==> config.mk <==
export PLATFORM = sky130hd
export DESIGN_NAME = fpio_fifo_out_arbiter_flat
export DESIGN_NICKNAME = d
export VERILOG_FILES = /design/src/rtl/fpio_fifo_out_arbiter_pkg.sv /design/src/rtl/fpio_fifo_out_arbiter_if.sv /design/src/rtl/fpio_fifo_out_arbiter_rr.sv /design/src/rtl/fpio_fifo_out_arbiter.sv /design/src/flat_wrapper.sv
export SDC_FILE = /design/constraint.sdc
export NUM_CORES = 1
export LEC_CHECK = 0
export BUFFER_PORTS_ARGS = -buffer_cell sky130_fd_sc_hd__buf_2
export CORE_MARGIN = 8
export CORE_UTILIZATION = 54
export CTS_CLUSTER_DIAMETER = 40
export DETAILED_ROUTE_END_ITERATION = 10
export GPL_ROUTABILITY_DRIVEN = 0
export PLACE_DENSITY = 0.88
export SKIP_CTS_REPAIR_TIMING = 1
export SYNTH_ARGS = -nofsm -noshare
export SYNTH_HDL_FRONTEND = slang
export SYNTH_SLANG_ARGS = --single-unit
==> constraint.sdc <==
create_clock -name clk -period 3.5 [get_ports clk]
set_input_delay 0.525 -clock clk [delete_from_list [all_inputs] [get_ports clk]]
set_output_delay 0.525 -clock clk [all_outputs]
set_load 0.005 [all_outputs]
==> src/rtl/fpio_fifo_out_arbiter_pkg.sv <==
// Shared types and constants for the fpio FIFO-out arbiter.
//   arb_state_e      : FSM states (IDLE, ISSUE, WAIT_ACK)
//   tmo_cnt_width()  : width of the ack-timeout counter for a given timeout
//                      value. The result is $clog2(ACK_TIMEOUT+1), never below 1.
package fpio_fifo_out_arb_pkg;

  typedef enum logic [1:0] {
    IDLE     = 2'd0,
    ISSUE    = 2'd1,
    WAIT_ACK = 2'd2
  } arb_state_e;

  localparam int ACK_TIMEOUT_DEFAULT = 64;

  function automatic int tmo_cnt_width(input int ack_timeout);
    return (ack_timeout < 1) ? 1 : $clog2(ack_timeout + 1);
  endfunction

  localparam int TMO_CNT_W_DEFAULT = tmo_cnt_width(ACK_TIMEOUT_DEFAULT);

endpackage

==> src/rtl/fpio_fifo_out_arbiter_if.sv <==
// Bundle of the consumer-side and FIFO-side signals of the fpio FIFO-out
// arbiter.
//   consumer side : req (to arbiter), gnt / rd_data (from arbiter)
//   FIFO side     : avail / data / data_ack (to arbiter), data_en (from arbiter)
//   status        : busy, err, err_id (from arbiter)
// Modports:
//   master : the arbiter
//   slave  : the environment, meaning the requesters plus the FIFO
interface fpio_fifo_out_arbiter_if #(
  parameter int N_REQ      = 4,
  parameter int FIFO_BITS  = 16,
  parameter int DATA_WIDTH = 8
);
  logic [N_REQ-1:0]         req;
  logic [N_REQ-1:0]         gnt;
  logic [DATA_WIDTH-1:0]    rd_data;
  logic [FIFO_BITS:0]       avail;
  logic                     data_en;
  logic [DATA_WIDTH-1:0]    data;
  logic                     data_ack;
  logic                     busy;
  logic                     err;
  logic [$clog2(N_REQ)-1:0] err_id;

  modport master (
    input  req, avail, data, data_ack,
    output gnt, rd_data, data_en, busy, err, err_id
  );

  modport slave (
    output req, avail, data, data_ack,
    input  gnt, rd_data, data_en, busy, err, err_id
  );
endinterface

==> src/rtl/fpio_fifo_out_arbiter_rr.sv <==
// fpio_rr_arbiter: a purely combinational round-robin pick.
//   i_req    : request vector
//   i_ptr    : index of the last winner; the search starts at i_ptr+1 mod N
//   o_onehot : one-hot winner, all zero when there is no request
//   o_idx    : winner index, 0 when there is no request
//   o_valid  : at least one request is present
module fpio_rr_arbiter #(
  parameter int N = 4
) (
  input  logic [N-1:0]         i_req,
  input  logic [$clog2(N)-1:0] i_ptr,
  output logic [N-1:0]         o_onehot,
  output logic [$clog2(N)-1:0] o_idx,
  output logic                 o_valid
);
  localparam int IW = $clog2(N);

  always_comb begin : rr_pick
    int                w_pos;
    logic [IW-1:0]     w_cand;
    w_pos    = 0;
    w_cand   = '0;
    o_onehot = '0;
    o_idx    = '0;
    o_valid  = 1'b0;
    // Visit the positions ptr+1 .. ptr+N, wrapping at N. The first position
    // with a request wins. The last position visited is ptr itself.
    for (int k = 1; k <= N; k++) begin
      w_pos = int'(i_ptr) + k;
      if (w_pos >= N) w_pos = w_pos - N;
      w_cand = IW'(w_pos);
      if (!o_valid && i_req[w_cand]) begin
        o_valid          = 1'b1;
        o_idx            = w_cand;
        o_onehot[w_cand] = 1'b1;
      end
    end
  end

endmodule

==> src/rtl/fpio_fifo_out_arbiter.sv <==
// fpio_fifo_out_arbiter: shares one fpio FIFO-out client port among N_REQ
// readers. The arbiter picks a reader by round-robin and allows one read in
// flight at a time. Each completed read returns a single word together with
// a one-cycle gnt pulse to the reader that won.
//   clk, rst : clock, and an asynchronous active-high reset
//   bus      : fpio_fifo_out_arbiter_if.master. It carries req/gnt/rd_data,
//              avail/data_en/data/data_ack and busy/err/err_id.
module fpio_fifo_out_arbiter
  import fpio_fifo_out_arb_pkg::*;
#(
  parameter int N_REQ       = 4,
  parameter int FIFO_BITS   = 16,
  parameter int DATA_WIDTH  = 8,
  parameter int ACK_TIMEOUT = ACK_TIMEOUT_DEFAULT
) (
  input  logic                    clk,
  input  logic                    rst,
  fpio_fifo_out_arbiter_if.master bus
);
  localparam int                IDX_W     = $clog2(N_REQ);
  localparam int                TMO_W     = tmo_cnt_width(ACK_TIMEOUT);
  localparam bit                TMO_EN    = (ACK_TIMEOUT != 0);
  // The counter holds 0 in the first WAIT_ACK cycle. When it reaches
  // ACK_TIMEOUT-1 with no ack, ACK_TIMEOUT cycles have passed.
  localparam logic [TMO_W-1:0]  TMO_LAST  = TMO_EN ? TMO_W'(ACK_TIMEOUT - 1) : '0;
  localparam logic [IDX_W-1:0]  PTR_RESET = IDX_W'(N_REQ - 1);

  arb_state_e              r_state, w_state_next;
  logic [IDX_W-1:0]        r_ptr, w_ptr_next;
  logic [IDX_W-1:0]        r_cur, w_cur_next;
  logic [N_REQ-1:0]        r_cur_oh, w_cur_oh_next;
  logic [TMO_W-1:0]        r_tmo_cnt, w_tmo_cnt_next;
  logic                    r_data_en, w_data_en_next;
  logic [N_REQ-1:0]        r_gnt, w_gnt_next;
  logic [DATA_WIDTH-1:0]   r_rd_data, w_rd_data_next;
  logic                    r_err, w_err_next;
  logic [IDX_W-1:0]        r_err_id, w_err_id_next;

  logic [FIFO_BITS:0]      w_avail;
  logic                    w_avail_nz;
  logic [N_REQ-1:0]        w_win_oh;
  logic [IDX_W-1:0]        w_win_idx;
  logic                    w_win_valid;

  assign w_avail    = bus.avail;
  assign w_avail_nz = |w_avail;

  fpio_rr_arbiter #(.N(N_REQ)) u_rr (
    .i_req    (bus.req),
    .i_ptr    (r_ptr),
    .o_onehot (w_win_oh),
    .o_idx    (w_win_idx),
    .o_valid  (w_win_valid)
  );

  always_comb begin
    w_state_next   = r_state;
    w_ptr_next     = r_ptr;
    w_cur_next     = r_cur;
    w_cur_oh_next  = r_cur_oh;
    w_tmo_cnt_next = r_tmo_cnt;
    w_data_en_next = 1'b0;
    w_gnt_next     = '0;
    w_rd_data_next = r_rd_data;
    w_err_next     = 1'b0;
    w_err_id_next  = r_err_id;
    unique case (r_state)
      IDLE: begin
        if (w_win_valid && w_avail_nz) begin
          w_cur_next     = w_win_idx;
          w_cur_oh_next  = w_win_oh;
          w_ptr_next     = w_win_idx;
          w_data_en_next = 1'b1;   // the strobe is high for the ISSUE cycle
          w_state_next   = ISSUE;
        end
      end
      ISSUE: begin
        w_tmo_cnt_next = '0;
        w_state_next   = WAIT_ACK;
      end
      WAIT_ACK: begin
        // An ack in the last allowed cycle takes priority over the timeout.
        if (bus.data_ack) begin
          w_rd_data_next = bus.data;
          w_gnt_next     = r_cur_oh;
          w_state_next   = IDLE;
        end else if (TMO_EN && (r_tmo_cnt == TMO_LAST)) begin
          w_err_next    = 1'b1;
          w_err_id_next = r_cur;
          w_state_next  = IDLE;
        end else if (TMO_EN) begin
          w_tmo_cnt_next = r_tmo_cnt + TMO_W'(1);
        end
      end
      default: w_state_next = IDLE;
    endcase
  end

  always_ff @(posedge clk or posedge rst) begin
    if (rst) begin
      r_state   <= IDLE;
      r_ptr     <= PTR_RESET;
      r_cur     <= '0;
      r_cur_oh  <= '0;
      r_tmo_cnt <= '0;
      r_data_en <= 1'b0;
      r_gnt     <= '0;
      r_rd_data <= '0;
      r_err     <= 1'b0;
      r_err_id  <= '0;
    end else begin
      r_state   <= w_state_next;
      r_ptr     <= w_ptr_next;
      r_cur     <= w_cur_next;
      r_cur_oh  <= w_cur_oh_next;
      r_tmo_cnt <= w_tmo_cnt_next;
      r_data_en <= w_data_en_next;
      r_gnt     <= w_gnt_next;
      r_rd_data <= w_rd_data_next;
      r_err     <= w_err_next;
      r_err_id  <= w_err_id_next;
    end
  end

  assign bus.data_en = r_data_en;
  assign bus.gnt     = r_gnt;
  assign bus.rd_data = r_rd_data;
  assign bus.busy    = (r_state != IDLE);
  assign bus.err     = r_err;
  assign bus.err_id  = r_err_id;

endmodule

==> src/flat_wrapper.sv <==
// flat-port wrapper written by rule: the top's interface ports become plain ports
module fpio_fifo_out_arbiter_flat import fpio_fifo_out_arb_pkg::*;
#(
  parameter int N_REQ       = 4,
  parameter int FIFO_BITS   = 16,
  parameter int DATA_WIDTH  = 8,
  parameter int ACK_TIMEOUT = ACK_TIMEOUT_DEFAULT
)
  (clk, rst, bus_req, bus_avail, bus_data, bus_data_ack, bus_gnt, bus_rd_data, bus_data_en, bus_busy, bus_err, bus_err_id);
  fpio_fifo_out_arbiter_if #(.N_REQ(N_REQ), .FIFO_BITS(FIFO_BITS), .DATA_WIDTH(DATA_WIDTH)) bus_i ();
  input  logic clk;
  input  logic rst;
  input wire logic [$bits(bus_i.req)-1:0] bus_req;
  input wire logic [$bits(bus_i.avail)-1:0] bus_avail;
  input wire logic [$bits(bus_i.data)-1:0] bus_data;
  input wire logic [$bits(bus_i.data_ack)-1:0] bus_data_ack;
  output wire logic [$bits(bus_i.gnt)-1:0] bus_gnt;
  output wire logic [$bits(bus_i.rd_data)-1:0] bus_rd_data;
  output wire logic [$bits(bus_i.data_en)-1:0] bus_data_en;
  output wire logic [$bits(bus_i.busy)-1:0] bus_busy;
  output wire logic [$bits(bus_i.err)-1:0] bus_err;
  output wire logic [$bits(bus_i.err_id)-1:0] bus_err_id;
  assign bus_i.req = bus_req;
  assign bus_i.avail = bus_avail;
  assign bus_i.data = bus_data;
  assign bus_i.data_ack = bus_data_ack;
  assign bus_gnt = bus_i.gnt;
  assign bus_rd_data = bus_i.rd_data;
  assign bus_data_en = bus_i.data_en;
  assign bus_busy = bus_i.busy;
  assign bus_err = bus_i.err;
  assign bus_err_id = bus_i.err_id;
  fpio_fifo_out_arbiter #(.N_REQ(N_REQ), .FIFO_BITS(FIFO_BITS), .DATA_WIDTH(DATA_WIDTH), .ACK_TIMEOUT(ACK_TIMEOUT)) u_core (.clk(clk), .rst(rst), .bus(bus_i));
endmodule
==> results of run 1 <==
-- synth_stat cells, types with 3 or more instances --
master and number:
nand2_1 13, a21oi_1 3, nand4_1 4, buf_4 3, xor2_1 3, nand3_1 4, and2_1 4, ha_1 9
mux2i_1 4, and3_1 3, nor4_1 3, a221oi_1 4, dfrtp_1 31, inv_1 5, o21ai_0 4, a31oi_1 4
nand2b_1 3, mux2_2 13, nor2_1 17, and3b_1 3
-- per-layer routing --
metal	vias up	routed length, um
li1	703	-
met1	677	1485
met2	68	1669
met3	11	489
met4	0	112
met5	-	0
-- state kept, by name, summed over array words and instances, names as in the netlist --
| signal | count |
|---|---|
| u_core.bus.gnt | 4 |
| u_core.bus.rd_data | 8 |
| u_core.r_cur | 2 |
| u_core.bus.err | 1 |
| u_core.r_tmo_cnt | 7 |
| u_core.r_cur_oh | 4 |
| u_core.r_ptr | 2 |
| u_core.r_state | 2 |
| u_core.bus.err_id | 2 |
| u_core.bus.data_en | 1 |
-- worst max path at each step --
stage,from,to,slack [ps],depth (start not counted)
3_5_place_dp,u_core.r_ptr[0]$_DFFE_PP1P_,u_core.r_cur_oh[3]$_DFFE_PP0P_,970,7
4_1_cts,u_core.r_ptr[0]$_DFFE_PP1P_,u_core.r_cur_oh[3]$_DFFE_PP0P_,970,7
6_report,u_core.r_ptr[0]$_DFFE_PP1P_,u_core.r_cur_oh[3]$_DFFE_PP0P_,960,7
3_3_place_gp,u_core.r_ptr[0]$_DFFE_PP1P_,u_core.r_cur_oh[1]$_DFFE_PP0P_,1100,7
5_1_grt,u_core.r_ptr[0]$_DFFE_PP1P_,u_core.r_cur_oh[3]$_DFFE_PP0P_,720,7
2_1_floorplan,u_core.r_ptr[0]$_DFFE_PP1P_,u_core.r_cur[1]$_DFFE_PP0P_,1190,10
-- per-stage QoR --
stage,instance area [um2],utilization
finish,2162,0.6583
global route,2162,0.6583
CTS,2162,0.6583
detailed placement,2092,0.6370
global placement,2092,0.6370
floorplan,1827,-
-- cell type report --
class	instances	area [um2]	area share
Clock buffer	7	65.06	0.03009
Clock inverter	1	5.005	0.002315
Inverter	6	22.52	0.01042
Multi-Input combinational cell	120	928.4	0.4294
Sequential cell	33	828.3	0.3831
Tap cell	46	57.56	0.02662
Timing Repair Buffer	50	255.2	0.1181
-- logic make-up after synthesis --
group | Yosys count | synth area share
flip-flops | 33 | 0.4534
AND/OR/NAND/NOR | 64 | 0.1911
buffers and inverters | 13 | 0.03835
adder cells (fa/ha/maj) | 9 | 0.06164
multiplexers | 19 | 0.1267
XOR/XNOR | 3 | 0.01439
AO/OA/AOI/OAI | 25 | 0.1144
-- worst max-delay path: cells and delay by family, from the launching register on --
kind / cells / cell delay, ps
AO/OA/AOI/OAI: 2 / 450
buffers and inverters: 2 / 330
adder cells (fa/ha/maj): 1 / 450
flip-flops: 1 / 750
multiplexers: 2 / 410
-- power groups by stage --
| stage | registers (uW) | clock network (uW) | logic (uW) |
|---|---|---|---|
| floorplan | 605 | 0 | 587 |
| detailed placement | 632 | 0 | 747 |
| global placement | 624 | 0 | 723 |
| global route | 647 | 256 | 843 |
| finish | 622 | 236 | 747 |
| CTS | 624 | 241 | 754 |
==> flow_metrics.py, run 1 <==
metrics = {
    "outcome": {
        "status": "finished, final reports clean",
    },
    "route": {
        "drt_pass1_iterations": 4,
        "ant_nets": 0,
        "via_per_inst": 5.548,
        "wl_per_cell_um": 14.29,
        "route.detailed.drc": 0,
        "vias": 1459,
        "routed_wl_mm": 3.757,
        "drtIter0Drc": 75,
    },
    "pwr": {
        "max-vdd-ir-drop_mv": 0.3739,
        "cellPowerDensity_nw_per_um2": 742.4,
        "p_clk_frac": 0.147,
        "p_leak_uw": 0.001067,
        "switching_power_uw": 616.5,
        "seqPwrFrac": 0.388,
        "p_int_uw": 988.6,
        "pwr-share-comb": 0.466,
        "switching_share": 0.3841,
        "total_power_uw": 1605,
    },
    "global_routing": {
        "grt_overflow": 0,
        "busiest_layer": "met2",
        "antenna_found_initial": 0,
        "grt_max_degree": 34,
        "gr-usage-met3": 0.06065,
        "first_global_vias": 1460,
        "grt_usage": 0.1498,
        "globalRouteMet1Util": 0.1507,
        "grt_use_met2": 0.2529,
        "grt_first_pass_wirelength_mm": 6.320,
    },
    "setup_path": {
        "rrSetupSlack_ps": 960,
        "crit_type": "flop to flop",
        "r2r-end": "u_core.r_cur_oh[3]$_DFFE_PP0P_",
        "worst_path_max_delay_cell": "dfstp_2",
        "arrival_ps": 2730,
        "path_max_fanout": 16,
        "end_kind": "flop",
        "timing.rr.start": "u_core.r_ptr[0]$_DFFE_PP1P_",
        "worst_ep_required_time_ps": 3680,
        "worst_path_largest_cell_delay_ps": 750,
        "path_cells": "inv_2 -> ha_1 -> mux2i_1 -> mux2i_1 -> buf_4 -> a221oi_1 -> a31oi_1",
        "startpoint_type": "flop",
        "rr_worst_depth": 7,
        "crit_top_cell": "mux2i_1",
    },
    "place": {
        "place_ws_ps": 975.0,
        "dp_cells": 255,
        "hpwl_mm": 2.786,
        "portBuffers": 48,
    },
    "cts": {
        "htree_levels": 2,
        "cts_sinks": 33,
        "cts_made_buffers": 5,
        "clkSlewWorstSetupHoldPaths_ps": 100,
        "insertion_delay_ps": 340,
        "cts.path.max_buffers": 2,
        "tritoncts": "built",
        "cts_root_buf": "clkbuf_4",
    },
    "sta": {
        "post-route-worst-setup-slack_ps": 957.4,
        "whs_ps": 250.3,
        "rsz0062_at_grt": "no",
        "period_minus_slack_ps": 2543,
        "setup_viol": 0,
        "fin_skew_ps": 10.97,
        "fin_setup_tns_ps": 0,
        "final_hold_viol_count": 0,
        "fmax_ghz": 0.3933,
        "min_period_over_period": 0.7265,
        "slew_violations": 0,
        "worstMarginPinSlew_ps": 882.8,
        "slew_headroom": 0.4104,
    },
    "final_layout": {
        "fillCellCount": 245,
        "drive_gt1_frac": 0.3917,
        "final_common_cell": "buf_2",
        "syn_to_final_growth_pct": 18.36,
        "layout.nets": 257,
        "diodes": 0,
        "most-common-layout-cells": "48 x buf_2, 31 x dfrtp_1, 17 x nor2_1, 13 x mux2_2, 13 x nand2_1",
        "final_cells": 263,
    },
    "synth": {
        "ys_warn_count": 0,
        "synth_edf_count": 0,
        "synth_flop_cell": "dfrtp_1",
        "synthCells": 166,
        "syn_area_um2": 1827,
        "syn_avg_cell_area_um2": 11.00,
        "synth_top_cells_by_area": "dfrtp_1 42%, mux2_2 8.0%, ha_1 6.2%, nor2_1 3.5%, dfstp_2 2.9%",
        "async_reset_ff_frac": 1.000,
        "synth_seq_area_share": 0.4534,
        "syn_nets": 207,
        "ys_types": 42,
        "ys_ff_latch": 33,
        "synth_top_area_cell": "dfrtp_1",
        "yosys.area.top_type_share": 0.4247,
    },
    "floorplan": {
        "io_pins": 49,
        "die_area_um2": 5500,
        "coreArea_um2": 3284,
        "die_x_um": 74.16,
        "fp.dieH_um": 74.16,
        "initial_core_util": 0.5562,
        "rows": 21,
    },
    "min_path": {
        "hold_class": "input port to async pin",
    },
    "job": {
        "cap_violations": 0,
    },
}
Power figures use the tool's default switching activity.
==> run 2, diff against run 1 <==
- CORE_UTILIZATION: 54 -> 47
- PLACE_DENSITY: 0.88 -> 0.81
- clock period: 3.5 -> 2.1 ns (I/O delays scaled with it)
==> run 2 against run 1 <==
Effect of this change: via count up 0.48%; maximum frequency up 22%; critical path depth up 1.
==> flow_metrics.py, run 2 (synthesis results as in run 1) <==
metrics = {
    "floorplan": {
        "rows": 22,
        "io_pins": 49,
        "fp.dieH_um": 78.35,
        "die_x_um": 78.35,
        "coreArea_um2": 3689,
        "die_area_um2": 6138,
        "initial_core_util": 0.4953,
    },
    "route": {
        "drtIter0Drc": 51,
        "drt_pass1_iterations": 4,
        "ant_nets": 0,
        "route.detailed.drc": 0,
        "vias": 1466,
        "routed_wl_mm": 4.163,
        "via_per_inst": 5.236,
        "wl_per_cell_um": 14.87,
    },
    "global_routing": {
        "grt_max_degree": 34,
        "grt_usage": 0.1345,
        "grt_overflow": 0,
        "grt_first_pass_wirelength_mm": 6.858,
        "antenna_found_initial": 0,
        "first_global_vias": 1470,
    },
    "sta": {
        "whs_ps": 103.5,
        "fin_skew_ps": 3.397,
        "slew_headroom": 0.5482,
        "final_hold_viol_count": 0,
        "fmax_ghz": 0.4780,
        "rsz0062_at_grt": "yes",
        "worstMarginPinSlew_ps": 675.5,
        "period_minus_slack_ps": 2092,
        "setup_viol": 0,
        "slew_violations": 0,
        "min_period_over_period": 0.9962,
    },
    "pwr": {
        "cellPowerDensity_nw_per_um2": 1422,
        "max-vdd-ir-drop_mv": 0.7959,
        "p_leak_uw": 0.001176,
    },
    "cts": {
        "cts_root_buf": "clkbuf_8",
        "htree_levels": 2,
        "cts_sinks": 33,
        "cts.path.max_buffers": 2,
        "tritoncts": "built",
        "insertion_delay_ps": 280,
        "cts_made_buffers": 5,
        "clkSlewWorstSetupHoldPaths_ps": 70,
    },
    "setup_path": {
        "crit_buf_inv": 2,
        "startpoint_type": "flop",
        "rrSetupSlack_ps": 8,
        "worst_path_largest_cell_delay_ps": 610,
        "worst_ep_required_time_ps": 2240,
        "r2r-end": "u_core.r_cur[1]$_DFFE_PP0P_",
        "cpLargestDelayFamily": "flip-flops",
        "worst_path_max_delay_cell": "dfstp_2",
        "rr_worst_depth": 8,
        "arrival_ps": 2240,
        "crit_type": "flop to flop",
        "path_cells": "inv_8 -> ha_4 -> mux2i_4 -> mux2i_2 -> buf_6 -> nor3_4 -> o311ai_4 -> o21ai_1",
        "path_max_fanout": 6,
        "timing.rr.start": "u_core.r_ptr[0]$_DFFE_PP1P_",
        "end_kind": "flop",
    },
    "final_layout": {
        "diodes": 0,
        "syn_to_final_growth_pct": 33.01,
        "layout.nets": 272,
        "fin_area_um2": 2430,
        "final_common_cell": "buf_2",
        "final_cells": 280,
        "drive_gt1_frac": 0.4612,
        "largest_reg_flops": 8,
        "most-common-layout-cells": "49 x buf_2, 31 x dfrtp_1, 17 x nor2_1, 14 x buf_4",
    },
    "min_path": {
        "hold_class": "input port to async pin",
    },
    "place": {
        "dp_cells": 260,
        "dpl_cell_area_um2": 2178,
        "hpwl_mm": 2.874,
        "portBuffers": 48,
    },
    "outcome": {
        "status": "finished, final reports clean",
    },
    "job": {
        "cap_violations": 0,
    },
}
[run 2: how the worst max path moves through the flow]
stage                                startpoint                           to  slack, ps  cells after the start
floorplan           u_core.r_ptr[0]$_DFFE_PP1P_  u_core.r_cur[1]$_DFFE_PP0P_        -40                     10
global placement    u_core.r_ptr[0]$_DFFE_PP1P_  u_core.r_cur[1]$_DFFE_PP0P_         50                      8
detailed placement  u_core.r_ptr[0]$_DFFE_PP1P_  u_core.r_ptr[1]$_DFFE_PP1P_        -10                      8
CTS                 u_core.r_ptr[0]$_DFFE_PP1P_  u_core.r_ptr[1]$_DFFE_PP1P_       -0.4                      8
global route        u_core.r_ptr[0]$_DFFE_PP1P_  u_core.r_cur[1]$_DFFE_PP0P_        -60                      8
finish              u_core.r_ptr[0]$_DFFE_PP1P_  u_core.r_cur[1]$_DFFE_PP0P_          8                      8
[run 2: layout make-up]
class / count / area [um2]
clock inverters: 1 / 30.03
inverters: 6 / 30.03
multi-input cells: 120 / 1013
flip-flops and latches: 33 / 828.3
repair buffers: 65 / 381.6
well taps: 48 / 60.06
fillers: 288 / 1259
clock buffers: 7 / 86.33
[run 2: power by group]
group / switching [uW] / internal [uW]
clock network: 215 / 386
registers: 126 / 865
logic: 918 / 945
[run 2: metrics by stage]
step                      utilization  setup WS (ps)  TNS [ps]  total power [uW]
final                          0.6588          8.023         0              3456
after global routing           0.6588         -63.77    -200.7              3710
after CTS                      0.6221        -0.3635   -0.3635              3122
after detailed placement       0.5906         -12.23    -12.23              2514
after global placement         0.5906          53.79         0              2471
after floorplan                     -         -43.35    -165.6              2134
[run 2: worst register-to-register path: stages, from the launching register on]
cell and delay [ps]:
dfstp_2 610, inv_8 60, ha_4 280, mux2i_4 200
mux2i_2 210, buf_6 170, nor3_4 50, o311ai_4 290
o21ai_1 100
[run 2: metal layers]
metal  up-vias  track usage  wire length (um)
met3         8      0.03872               233
met5         -            0                 0
met1       685       0.1609              1797
met4         0      0.05556                94
met2        47       0.2212              2037
li1        726            -                 -
==> run 3, diff against run 2 <==
- CORE_UTILIZATION: 47 -> 48
- PLACE_DENSITY: 0.81 -> 0.82
- REMOVE_ABC_BUFFERS: default -> 1
- SYNTH_HIERARCHICAL: default -> 1
==> run 3 against run 2 <==
Effect of this change: synthesized cell count increased by 7.2%; power decreased by 0.92%; clock-buffer cell count decreased by 2; global-route usage increased by 0.34 points; worst setup slack improved by 21 ps; clock skew increased by 4.0 ps; combinational power decreased by 8%; register-to-register slack improved by 20 ps; sequential share of layout area decreased by 0.11 points; wire length increased by 0.46%; flip-flop and latch count unchanged; via count increased by 7.9%; highest routed layer unchanged.
==> flow_metrics.py, run 3 <==
metrics = {
    "global_routing": {
        "grt_overflow": 0,
        "grt_first_pass_wirelength_mm": 7.148,
        "antenna_found_initial": 0,
        "grt_max_degree": 34,
        "grt_usage": 0.1379,
        "first_global_vias": 1622,
    },
    "setup_path": {
        "worst_ep_required_time_ps": 2330,
        "crit_type": "flop to flop",
        "path_max_fanout": 6,
        "arrival_ps": 2300,
        "end_kind": "flop",
        "startpoint_type": "flop",
    },
    "route": {
        "wl_per_cell_um": 14.52,
        "vias": 1582,
        "drtIter0Drc": 93,
        "drt_pass1_iterations": 4,
        "routed_wl_mm": 4.182,
        "route.detailed.drc": 0,
        "via_per_inst": 5.493,
        "ant_nets": 0,
    },
    "synth": {
        "synth_flop_cell": "dfrtp_1",
        "synth_seq_area_share": 0.4293,
        "synth_simple_gate_area_frac": 0.1498,
        "yosys.area.top_type_share": 0.4021,
        "syn_avg_cell_area_um2": 10.84,
        "synth_fa_ha_area_frac": 0.05837,
        "synthTopCellsByCount": "31 x dfrtp_1, 18 x mux2_2, 17 x nand2_1",
        "synth_top_cells_by_area": "dfrtp_1 40%, mux2_2 11%, ha_1 5.8%, nand2_1 3.3%, dfstp_2 2.7%",
        "synth_top_area_cell": "dfrtp_1",
        "synthMostInstantiatedCell": "dfrtp_1",
        "ys_types": 51,
        "synth_top_family_by_area": "compound AO/OA/AOI/OAI gates",
        "synth_edf_count": 0,
        "synth_xor_area_frac": 0,
        "async_reset_ff_frac": 1.000,
        "synth_compound_area_frac": 0.1764,
        "synthCells": 178,
        "ys_warn_count": 6,
        "syn_area_um2": 1929,
        "ys_ff_latch": 33,
        "synthMuxAreaShare": 0.1388,
    },
    "sta": {
        "setup_viol": 0,
        "slew_violations": 0,
        "slew_headroom": 0.7258,
        "worstMarginPinSlew_ps": 411.4,
        "fmax_ghz": 0.4828,
        "whs_ps": 103.7,
        "fin_setup_tns_ps": 0,
        "period_minus_slack_ps": 2071,
        "min_period_over_period": 0.9862,
        "fin_skew_ps": 7.353,
        "final_hold_viol_count": 0,
        "rsz0062_at_grt": "yes",
    },
    "floorplan": {
        "fp.dieH_um": 79.40,
        "coreArea_um2": 3943,
        "rows": 23,
        "die_x_um": 79.40,
        "die_area_um2": 6304,
        "initial_core_util": 0.4894,
        "io_pins": 49,
    },
    "final_layout": {
        "drive_gt1_frac": 0.4370,
        "layout.nets": 278,
        "most-common-layout-cells": "48 x buf_2, 31 x dfrtp_1, 18 x mux2_2, 17 x nand2_1",
        "final_common_cell": "buf_2",
        "final_cells": 288,
        "largest_reg_flops": 8,
        "diodes": 0,
        "syn_to_final_growth_pct": 26.33,
    },
    "pwr": {
        "max-vdd-ir-drop_mv": 0.8946,
        "seqPwrFrac": 0.291,
        "switching_power_uw": 1193,
        "cellPowerDensity_nw_per_um2": 1405,
        "p_int_uw": 2231,
        "p_leak_uw": 0.001189,
        "pwr-share-comb": 0.502,
        "p_clk_frac": 0.207,
        "total_power_uw": 3424,
        "switching_share": 0.3483,
    },
    "place": {
        "hpwl_mm": 3.138,
        "dp_cells": 280,
        "portBuffers": 48,
    },
    "cts": {
        "clkSlewWorstSetupHoldPaths_ps": 70,
        "tritoncts": "built",
        "cts_sinks": 33,
        "htree_levels": 2,
        "cts.path.max_buffers": 2,
        "cts_made_buffers": 5,
        "insertion_delay_ps": 290,
        "cts_root_buf": "clkbuf_8",
    },
    "min_path": {
        "hold_class": "input port to async pin",
    },
    "job": {
        "cap_violations": 0,
    },
    "outcome": {
        "status": "finished, final reports clean",
    },
}
-- run 3: worst paths after layout --
kind / startpoint / end / slack [ps] / depth (start not counted)
min in group clk: bus_data[7] / u_core/bus.rd_data[7]$_DFFE_PP0P_ / 260 / 2
worst min-delay path: rst / u_core/r_cur_oh[1]$_DFFE_PP0P_ / 100 / 3
max in group asynchronous: rst / u_core/r_ptr[0]$_DFFE_PP1P_ / 1670 / 3
worst min register to register: u_core/bus.rd_data[3]$_DFFE_PP0P_ / u_core/bus.rd_data[3]$_DFFE_PP0P_ / 500 / 1
worst max-delay path: u_core/r_ptr[0]$_DFFE_PP1P_ / u_core/r_cur[0]$_DFFE_PP0P_ / 30 / 8
worst max register to register: u_core/r_ptr[0]$_DFFE_PP1P_ / u_core/r_cur[0]$_DFFE_PP0P_ / 30 / 8
-- run 3: worst max-delay path, stage by stage, from the launching register on --
cell	delay, ps
dfstp_2	560
buf_6	130
mux4_2	570
buf_6	160
a21oi_2	120
nor3_1	70
nor2_2	80
o31a_1	170
mux2_2	150
-- run 3: per-stage QoR --
stage          area (um2)  worst slack, ps    util
2_1_floorplan        1872           -233.7       -
3_3_place_gp         2265            23.07  0.5744
3_5_place_dp         2265           -6.702  0.5744
4_1_cts              2399           -33.88  0.6084
5_1_grt              2437           -34.33  0.6182
6_report             2437            28.89  0.6182
-- run 3: logic make-up after synthesis --
| group | after synthesis |
|---|---|
| multiplexers | 22 |
| AND/OR/NAND/NOR | 56 |
| flip-flops | 33 |
| adder cells (fa/ha/maj) | 9 |
| buffers and inverters | 17 |
| AO/OA/AOI/OAI | 41 |
-- run 3: area by class of cell --
cell class / count / area (um2)
clock buffers: 5 / 68.82
clock inverters: 3 / 65.06
fillers: 312 / 1505
inverters: 9 / 33.78
multi-input cells: 128 / 1037
flip-flops and latches: 33 / 828.3
well taps: 50 / 62.56
repair buffers: 60 / 341.6
-- run 3: power groups by stage --
stage	Sequential (uW)	Combinational, uW	Clock [uW]
final	997	1720	708
after global routing	1030	1890	755
after CTS	995	1640	720
after detailed placement	1000	1630	0
after global placement	994	1600	0
after floorplan	1040	1040	0
-- run 3: layer usage --
metal  track usage  vias up  part of all wire
li1              -      769                 -
met1        0.1668      729              0.42
met2        0.2161       78              0.44
met3       0.06419        6              0.12
met4       0.03519        0             0.014
met5             0        -                 0
